==> src/rtl/pueo_trig_pkg.sv <==
// Shared constants and types for the TURF trigger scheduler.
package pueo_trig_pkg;

  localparam int unsigned SRC_SOFT        = 0;
  localparam int unsigned SRC_PPS         = 1;
  localparam int unsigned SRC_EXT         = 2;

  localparam int unsigned TRIG_META_BITS  = 8;
  localparam int unsigned DROP_CNT_BITS   = 16;
  localparam int unsigned HOLDOFF_BITS    = 16;
  localparam int unsigned ISSUED_CNT_BITS = 32;

  typedef enum logic [1:0] {
    ST_IDLE    = 2'd0,
    ST_ARMED   = 2'd1,
    ST_HOLDOFF = 2'd2
  } turf_sched_state_t;

  typedef logic [TRIG_META_BITS-1:0] trig_meta_t;

endpackage

==> src/rtl/pueo_trig_req_latch.sv <==
// Per-source request latch: pending flag, time-stamped address, metadata and drop counter.
module pueo_trig_req_latch
  import pueo_trig_pkg::*;
#(
  parameter int unsigned ADDR_BITS = 12
) (
  input  logic                     sysclk_i,
  input  logic                     rst_n_i,
  input  logic                     running_i,
  input  logic                     req_i,
  input  logic                     clr_i,
  input  logic [ADDR_BITS-1:0]     cur_addr_i,
  input  logic [ADDR_BITS-1:0]     offset_i,
  input  trig_meta_t               meta_i,
  output logic                     pending_o,
  output logic [ADDR_BITS-1:0]     addr_o,
  output trig_meta_t               meta_o,
  output logic [DROP_CNT_BITS-1:0] drop_count_o
);

  logic capture;
  logic drop;

  // A grant clearing this source in the same cycle frees the slot for the new request.
  assign capture = running_i & req_i & (~pending_o | clr_i);
  assign drop    = running_i & req_i & pending_o & ~clr_i;

  // Pending flag: set on capture, cleared by grant or by leaving run.
  always_ff @(posedge sysclk_i or negedge rst_n_i) begin
    if (!rst_n_i) begin
      pending_o <= 1'b0;
    end else if (!running_i) begin
      pending_o <= 1'b0;
    end else if (capture) begin
      pending_o <= 1'b1;
    end else if (clr_i) begin
      pending_o <= 1'b0;
    end
  end

  // Address and metadata of the first accepted request.
  always_ff @(posedge sysclk_i or negedge rst_n_i) begin
    if (!rst_n_i) begin
      addr_o <= '0;
      meta_o <= '0;
    end else if (capture) begin
      addr_o <= ADDR_BITS'(cur_addr_i - offset_i);
      meta_o <= meta_i;
    end
  end

  // Saturating count of requests lost while already pending.
  always_ff @(posedge sysclk_i or negedge rst_n_i) begin
    if (!rst_n_i) begin
      drop_count_o <= '0;
    end else if (drop && (drop_count_o != {DROP_CNT_BITS{1'b1}})) begin
      drop_count_o <= drop_count_o + DROP_CNT_BITS'(1);
    end
  end

endmodule

==> src/rtl/pueo_turf_trig_sched.sv <==
// Schedules soft/PPS/ext triggers onto the TURF trigger slot with priority and holdoff.
module pueo_turf_trig_sched
  import pueo_trig_pkg::*;
#(
  parameter int unsigned NSRC      = 3,
  parameter int unsigned ADDR_BITS = 12
) (
  input  logic                             sysclk_i,
  input  logic                             rst_n_i,
  input  logic                             running_i,
  input  logic [ADDR_BITS-1:0]             cur_addr_i,
  input  logic                             trig_slot_i,
  input  logic [NSRC-1:0]                  req_i,
  input  logic [NSRC*TRIG_META_BITS-1:0]   req_meta_i,
  input  logic [NSRC*ADDR_BITS-1:0]        req_offset_i,
  input  logic [HOLDOFF_BITS-1:0]          holdoff_i,
  output logic [ADDR_BITS-1:0]             turf_trig_o,
  output logic [TRIG_META_BITS-1:0]        turf_metadata_o,
  output logic                             turf_valid_o,
  output logic [NSRC-1:0]                  pending_o,
  output logic [NSRC*DROP_CNT_BITS-1:0]    drop_count_o,
  output logic [ISSUED_CNT_BITS-1:0]       issued_count_o
);

  localparam int unsigned SEL_BITS = (NSRC > 1) ? $clog2(NSRC) : 1;

  logic [ADDR_BITS-1:0]    src_addr [NSRC];
  trig_meta_t              src_meta [NSRC];
  logic [NSRC-1:0]         clr;
  logic                    any_pend;
  logic [SEL_BITS-1:0]     win;

  turf_sched_state_t       state_q, state_d;
  logic [HOLDOFF_BITS-1:0] hold_q, hold_d;
  logic                    load;
  logic                    issue;
  logic [ADDR_BITS-1:0]    gnt_addr_q;
  trig_meta_t              gnt_meta_q;

  // One request latch per source.
  for (genvar s = 0; s < NSRC; s++) begin : g_src
    pueo_trig_req_latch #(
      .ADDR_BITS (ADDR_BITS)
    ) u_latch (
      .sysclk_i     (sysclk_i),
      .rst_n_i      (rst_n_i),
      .running_i    (running_i),
      .req_i        (req_i[s]),
      .clr_i        (clr[s]),
      .cur_addr_i   (cur_addr_i),
      .offset_i     (req_offset_i[s*ADDR_BITS +: ADDR_BITS]),
      .meta_i       (req_meta_i[s*TRIG_META_BITS +: TRIG_META_BITS]),
      .pending_o    (pending_o[s]),
      .addr_o       (src_addr[s]),
      .meta_o       (src_meta[s]),
      .drop_count_o (drop_count_o[s*DROP_CNT_BITS +: DROP_CNT_BITS])
    );
  end

  // Fixed priority: highest pending index wins.
  always_comb begin
    any_pend = 1'b0;
    win      = '0;
    for (int i = 0; i < NSRC; i++) begin
      if (pending_o[i]) begin
        any_pend = 1'b1;
        win      = SEL_BITS'(i);
      end
    end
  end

  // State and holdoff counter registers.
  always_ff @(posedge sysclk_i or negedge rst_n_i) begin
    if (!rst_n_i) begin
      state_q <= ST_IDLE;
      hold_q  <= '0;
    end else begin
      state_q <= state_d;
      hold_q  <= hold_d;
    end
  end

  // Next-state: grant in IDLE, issue on slot in ARMED, count down in HOLDOFF.
  always_comb begin
    state_d = state_q;
    hold_d  = hold_q;
    clr     = '0;
    load    = 1'b0;
    issue   = 1'b0;
    if (!running_i) begin
      state_d = ST_IDLE;
    end else begin
      case (state_q)
        ST_IDLE: begin
          if (any_pend) begin
            clr[win] = 1'b1;
            load     = 1'b1;
            state_d  = ST_ARMED;
          end
        end
        ST_ARMED: begin
          if (trig_slot_i) begin
            issue   = 1'b1;
            hold_d  = holdoff_i;
            state_d = (holdoff_i == '0) ? ST_IDLE : ST_HOLDOFF;
          end
        end
        ST_HOLDOFF: begin
          hold_d = hold_q - HOLDOFF_BITS'(1);
          if (hold_q <= HOLDOFF_BITS'(1)) begin
            state_d = ST_IDLE;
          end
        end
        default: state_d = ST_IDLE;
      endcase
    end
  end

  // Granted payload waiting for its slot.
  always_ff @(posedge sysclk_i or negedge rst_n_i) begin
    if (!rst_n_i) begin
      gnt_addr_q <= '0;
      gnt_meta_q <= '0;
    end else if (load) begin
      gnt_addr_q <= src_addr[win];
      gnt_meta_q <= src_meta[win];
    end
  end

  // Output stage and issued-trigger counter.
  always_ff @(posedge sysclk_i or negedge rst_n_i) begin
    if (!rst_n_i) begin
      turf_valid_o    <= 1'b0;
      turf_trig_o     <= '0;
      turf_metadata_o <= '0;
      issued_count_o  <= '0;
    end else begin
      turf_valid_o <= issue;
      if (issue) begin
        turf_trig_o     <= gnt_addr_q;
        turf_metadata_o <= gnt_meta_q;
        issued_count_o  <= issued_count_o + ISSUED_CNT_BITS'(1);
      end
    end
  end

endmodule
==> config.mk <==
export PLATFORM = sky130hd
export DESIGN_NAME = pueo_turf_trig_sched
export DESIGN_NICKNAME = d
export VERILOG_FILES = /design/src/rtl/pueo_trig_pkg.sv /design/src/rtl/pueo_trig_req_latch.sv /design/src/rtl/pueo_turf_trig_sched.sv
export SDC_FILE = /design/constraint.sdc
export NUM_CORES = 1
export LEC_CHECK = 0
export CAP_MARGIN = 20
export CORE_ASPECT_RATIO = 1.2
export CORE_MARGIN = 1
export CORE_UTILIZATION = 45
export CTS_BUF_LIST = sky130_fd_sc_hd__clkbuf_16
export CTS_CLUSTER_SIZE = 40
export DETAILED_ROUTE_END_ITERATION = 6
export PLACE_DENSITY = 0.71
export SETUP_SLACK_MARGIN = 0.05
export SYNTH_ARGS = -nofsm -noshare
export SYNTH_HDL_FRONTEND = slang
export SYNTH_SLANG_ARGS = --single-unit
==> constraint.sdc <==
create_clock -name sysclk_i -period 3.1 [get_ports sysclk_i]
set_input_delay 0.62 -clock sysclk_i [delete_from_list [all_inputs] [get_ports sysclk_i]]
set_output_delay 0.62 -clock sysclk_i [all_outputs]
set_load 0.01 [all_outputs]
---- After elaboration in Yosys (flattened, before gate mapping) ----
Cells that the tools add are included.
operators by class
  $add $sub $neg .......................... 8
  $lt $le $gt $ge ......................... 4
  equal/unequal tests ..................... 12
  multiplexer cells ....................... 39
  bitwise logic cells ..................... 22
  reductions and logical operators ........ 9
operators with widths
  cell                                                      count
  adder 16 x 1 -> 16 bit, second input constant             3
  != test 16 bit, second input constant                     3
  subtractor 12 bit                                         3
  adder 32 x 1 -> 32 bit, second input constant             1
  case mux 16 bit (2 select lines)                          1
  binary-select mux 12 bit (select 2 bit)                   1
  2-to-1 mux 12 bit                                         2
  2-to-1 mux 1 bit                                          20
  binary-select mux 8 bit (select 2 bit)                    1
  <= comparator 16 x 1 -> 1 bit, second input constant      1
  logical NOT 16 bit                                        1
  2-to-1 mux 16 bit                                         1
  2-to-1 mux 8 bit                                          2
  subtractor 16 x 1 -> 16 bit, second input constant        1
  AND 1 bit                                                 12
  2-to-1 mux 2 bit                                          6
  2-to-1 mux 3 bit                                          3
  != test 3 x 1 -> 1 bit, second input constant             3
  != test 3 bit, second input constant                      3
  inverter 1 bit                                            6
  case mux 2 bit (3 select lines)                           1
  AND reduction 3 bit                                       2
  logical AND 1 bit                                         4
  greater-or-equal comparator 3 bit, second input constant  1
  other kinds (10)                                          12
word-level totals
  flip-flop bits (word level) ............. 202
  input bits .............................. 95
  output and inout bits ................... 104
  word-level logic and storage cells ...... 114

---- Depth between registers and ports, before layout ----
  depth in word-level cells ............... 13
  depth in mapped cells ................... 12

---- Modules after synthesis ----
From an unflattened synthesis, not the netlist that was laid out.
unflattened totals
  cells, all modules ...................... 1,183
  area, all modules ....................... 10,909.2 um^2
modules (own cells, without submodules)
  module                                       times used  cells each  area each (um^2)  sequential area each (um^2)
  pueo_turf_trig_sched                         1           493         4,594.4           2,277.2
  pueo_trig_req_latch at g_src[0].u_latch ...  2           232         2,114.5           925.9
  pueo_trig_req_latch at g_src[1].u_latch      1           226         2,085.8           925.9

---- Least setup slack after synthesis ----
No wires, ideal clock.
  kind .................................... input-to-reg
  start point ............................. input running_i
  end point ............................... register issued_count_o[31]
  data arrival time ....................... 2.374 ns
  slack ................................... 0.646 ns
  stages .................................. 11
  cells stage by stage .................... nand2b_4 -> or2_1 -> buf_6 -> clkinv_4 -> nand3_2 -> or2_1 -> buf_2 -> or4_4 -> buf_6 -> nor3_4 -> xor2_1
on the way
  longest elaborated chain between the ends .. 1
RTL lines
  item                  line                         RTL
  start, declared       pueo_turf_trig_sched.sv:10   input logic running_i,
  2-to-1 mux 1 bit      pueo_turf_trig_sched.sv:90   if (!running_i) begin
  end signal, assigned  pueo_turf_trig_sched.sv:142  issued_count_o <= issued_count_o + ISSUED_CNT_BITS'(1);
  end, declared         pueo_turf_trig_sched.sv:22   output logic [ISSUED_CNT_BITS-1:0] issued_count_o
No other way between the ends.
A chain may end at the register's enable or synchronous reset.

---- Worst setup path in the final report ----
  start point ............................. input running_i
  end point ............................... register issued_count_o[28]
The elaborated chain is that of the path after synthesis.

==> results_dict.tcl <==
set metrics [dict create \
    run_status "finished, final reports clean" \
    syn_to_final_growth_pct 28.6 \
    dp_hpwl_um 17800 \
    cap_viol_max_count 0 \
    layout-drive-gt1-share_pct 6.84 \
    dr_total_vias 8287 \
    ios 199 \
    postCtsHoldBufs 0 \
    cp_max_fo 6 \
    critical_path_arrival_ps 2880 \
    yosysTopAreaCellShare_pct 48.5 \
    die_h_um 169 \
    detail-route-antenna-nets 0 \
    fin_crit_sh_pct 79.0 \
    post_cts_resized 0 \
    drv_slew 0 \
    ys_ff_latch 202 \
    synth-async-reset-ratio_pct 100 \
    syn_avg_cell_area_um2 9.57 \
    endpoint_kind "flop" \
    cts_tree "yes" \
    worst_ep_required_time_ps 3530 \
    dpl_worst_slack_ps 123 \
    slowest_delay_ps 560 \
    synth_most_common_cell "dfrtp_1" \
    rsz0062_at_grt "false" \
    path_common_cell "or2_1" \
    synth_common_cells "dfrtp_1 (202), nand2_1 (184), o21ai_0 (82)" \
    regArea_mm2 0.00505 \
    dr.pass1.iters 6 \
    drc 0 \
    leakage_nw 5.99 \
    netlist_instances 1090 \
    fin_ws_ps 650 \
    cpMaxStageDelayCell "or4_1" \
    fillers 2005 \
    critPathTopFamily "simple AND/OR/NAND/NOR gates" \
    tns_ps 0 \
    use_met2_pct 35.8 \
    crit_type "in2reg" \
    grt_most_used_layer "met2" \
    grt-ovfl-total 0 \
    period_needed_ps 2450 \
    hold_class "in2async" \
    die_x_um 141 \
    antenna_found_initial 2 \
    ys_types 59 \
    grt_util_all_layers_pct 20.9 \
    wl_per_cell_um 15.1 \
    die-area_mm2 0.0238 \
    vias_per_cell 5.14 \
    num_rows 60 \
    multi_input_area_mm2 0.00498 \
    synth_area_leaders "dfrtp_1 (48%), nand2_1 (6.6%), xnor2_1 (5.2%), ha_1 (4.7%), o21ai_0 (3.9%)" \
    coreArea_mm2 0.0226 \
    initial_utilization_pct 46.2 \
    syn_area_mm2 0.0104 \
    cts_buffer_depth 3 \
    reg2reg_to "issued_count_o[28]$_DFFE_PN0P_" \
    r2r_slack_ps 710 \
    timing.fmax_ghz 0.408 \
    regToRegStartpoint "state_q[1]$_DFFE_PN0P_" \
    hold_viol 0 \
    reg2reg_depth 8 \
    postCtsSetupBuffers 0 \
    setup_violations 0 \
    grtUsageMet3_pct 3.06 \
    cp.depth 9 \
    grtUsageMet1_pct 27.4 \
    grt_pass1_wl_um 40000 \
    final_nets 1423 \
    synth_edf_count 0 \
    worstPathCellList "clkdlybuf4s50_1 -> nand2b_4 -> or2_1 -> clkinv_4 -> nand3_2 -> or2_1 -> or4_1 -> nor2_1 -> xor2_1" \
    hold_ws_ps 36.7 \
    wl_um 24300 \
    cp-start-kind "primary input" \
    worst_pin_slew_ps 720 \
    synth.net_count 1227 \
    synthFlopType "dfrtp_1" \
    portBuffers 198 \
    gp_congestion 0.830 \
    ir_worst_vdd_v 0.000363 \
    clock_latency_ps 510 \
    skew_ps 12.1 \
    ys.warnings.count 0 \
    htree_levels 1 \
    first_global_vias 8041 \
    p_per_area_mw_per_mm2 581 \
    max_slew_margin_pct 52.0 \
    cts.sinks 202 \
    path_clk_slew_ps 60 \
    ys_seq_area_share_pct 48.5 \
    grt_max_degree 83 \
    final_core_util_pct 59.4 \
    cts_made_buffers 22 \
    crit_buf_inv 2 \
    cts-root-buf "clkbuf_16" \
    yosysTopAreaCell "dfrtp_1" \
    initialDrtViolationCount 377 \
]
-- registers in the layout, indices dropped and copies added (netlist names) --
signal,cells
gnt_addr_q,12
g_src.u_latch.pending_o,3
issued_count_o,32
turf_valid_o,1
g_src.u_latch.meta_o,24
state_q,2
turf_trig_o,12
gnt_meta_q,8
g_src.u_latch.drop_count_o,48
turf_metadata_o,8
hold_q,16
g_src.u_latch.addr_o,36
-- worst max-delay path by stage --
| stage | to | startpoint |
|---|---|---|
| final | issued_count_o[28]$_DFFE_PN0P_ | running_i |
| after CTS | issued_count_o[26]$_DFFE_PN0P_ | running_i |
| after global routing | g_src[2].u_latch.addr_o[10]$_DFFE_PN0P_ | cur_addr_i[1] |
| after detailed placement | issued_count_o[26]$_DFFE_PN0P_ | running_i |
| after floorplan | issued_count_o[31]$_DFFE_PN0P_ | running_i |
| after global placement | issued_count_o[26]$_DFFE_PN0P_ | running_i |
-- kinds of logic after synthesis --
family,synth area share [%]
simple gates,17.5
mux,4.93
xor+xnor,8.40
buf+inv,3.82
fa+ha+maj,5.25
compound gates,11.6
flops,48.5
-- layout by cell type (no fill, tap or decap), types with 3 or more instances in the layout --
cell / n
a211oi_1: 6
a21boi_0: 4
a21o_1: 4
a21oi_1: 62
a31oi_1: 7
a41oi_1: 3
and3_1: 10
and4_1: 5
buf_4: 16
clkbuf_16: 22
clkdlybuf4s50_1: 197
clkinv_1: 3
clkinv_2: 5
dfrtp_1: 202
fa_1: 3
ha_1: 39
inv_1: 60
mux2_2: 27
mux2i_1: 21
nand2_1: 184
nand2b_1: 10
nand3_1: 34
nand4_1: 26
nor2_1: 68
nor2_2: 3
nor2b_1: 6
nor3_1: 15
nor3b_1: 5
nor4_1: 10
o21a_1: 8
o21ai_0: 82
o22ai_1: 3
o31ai_1: 9
or2_2: 5
xnor2_1: 62
xor2_1: 38
-- final cells by class --
cell class | instances | area share [%]
multi-input cells | 791 | 37.1
diodes | 1 | 0.0187
clock buffers | 22 | 4.10
well taps | 310 | 2.89
repair buffers | 216 | 16.0
clock inverters | 18 | 0.672
flip-flops and latches | 202 | 37.7
inverters | 53 | 1.52
-- routing by layer --
layer / routed length, um / part of all wire (%)
met5: 13 / 0.054
met4: 473 / 1.9
met3: 1070 / 4.4
met2: 11800 / 49
met1: 10900 / 45
-- metrics by stage --
stage,cell area (um^2),cells,power (W)
final,13400,1613,0.00780
after global routing,13400,1613,0.00828
after CTS,13400,1612,0.00789
after detailed placement,12800,1572,0.00553
after global placement,12800,1572,0.00546
after floorplan,10400,1090,0.00459
-- report_power, final --
group	total (W)	leakage, nW	internal [W]	switching (W)
logic	0.00186	3.05	0.000952	0.000908
registers	0.00360	2.60	0.00318	0.000418
clock network	0.00233	0.345	0.00129	0.00104
total	0.00780	5.99	0.00543	0.00237
No activity file was read; power rests on OpenSTA's default activity.
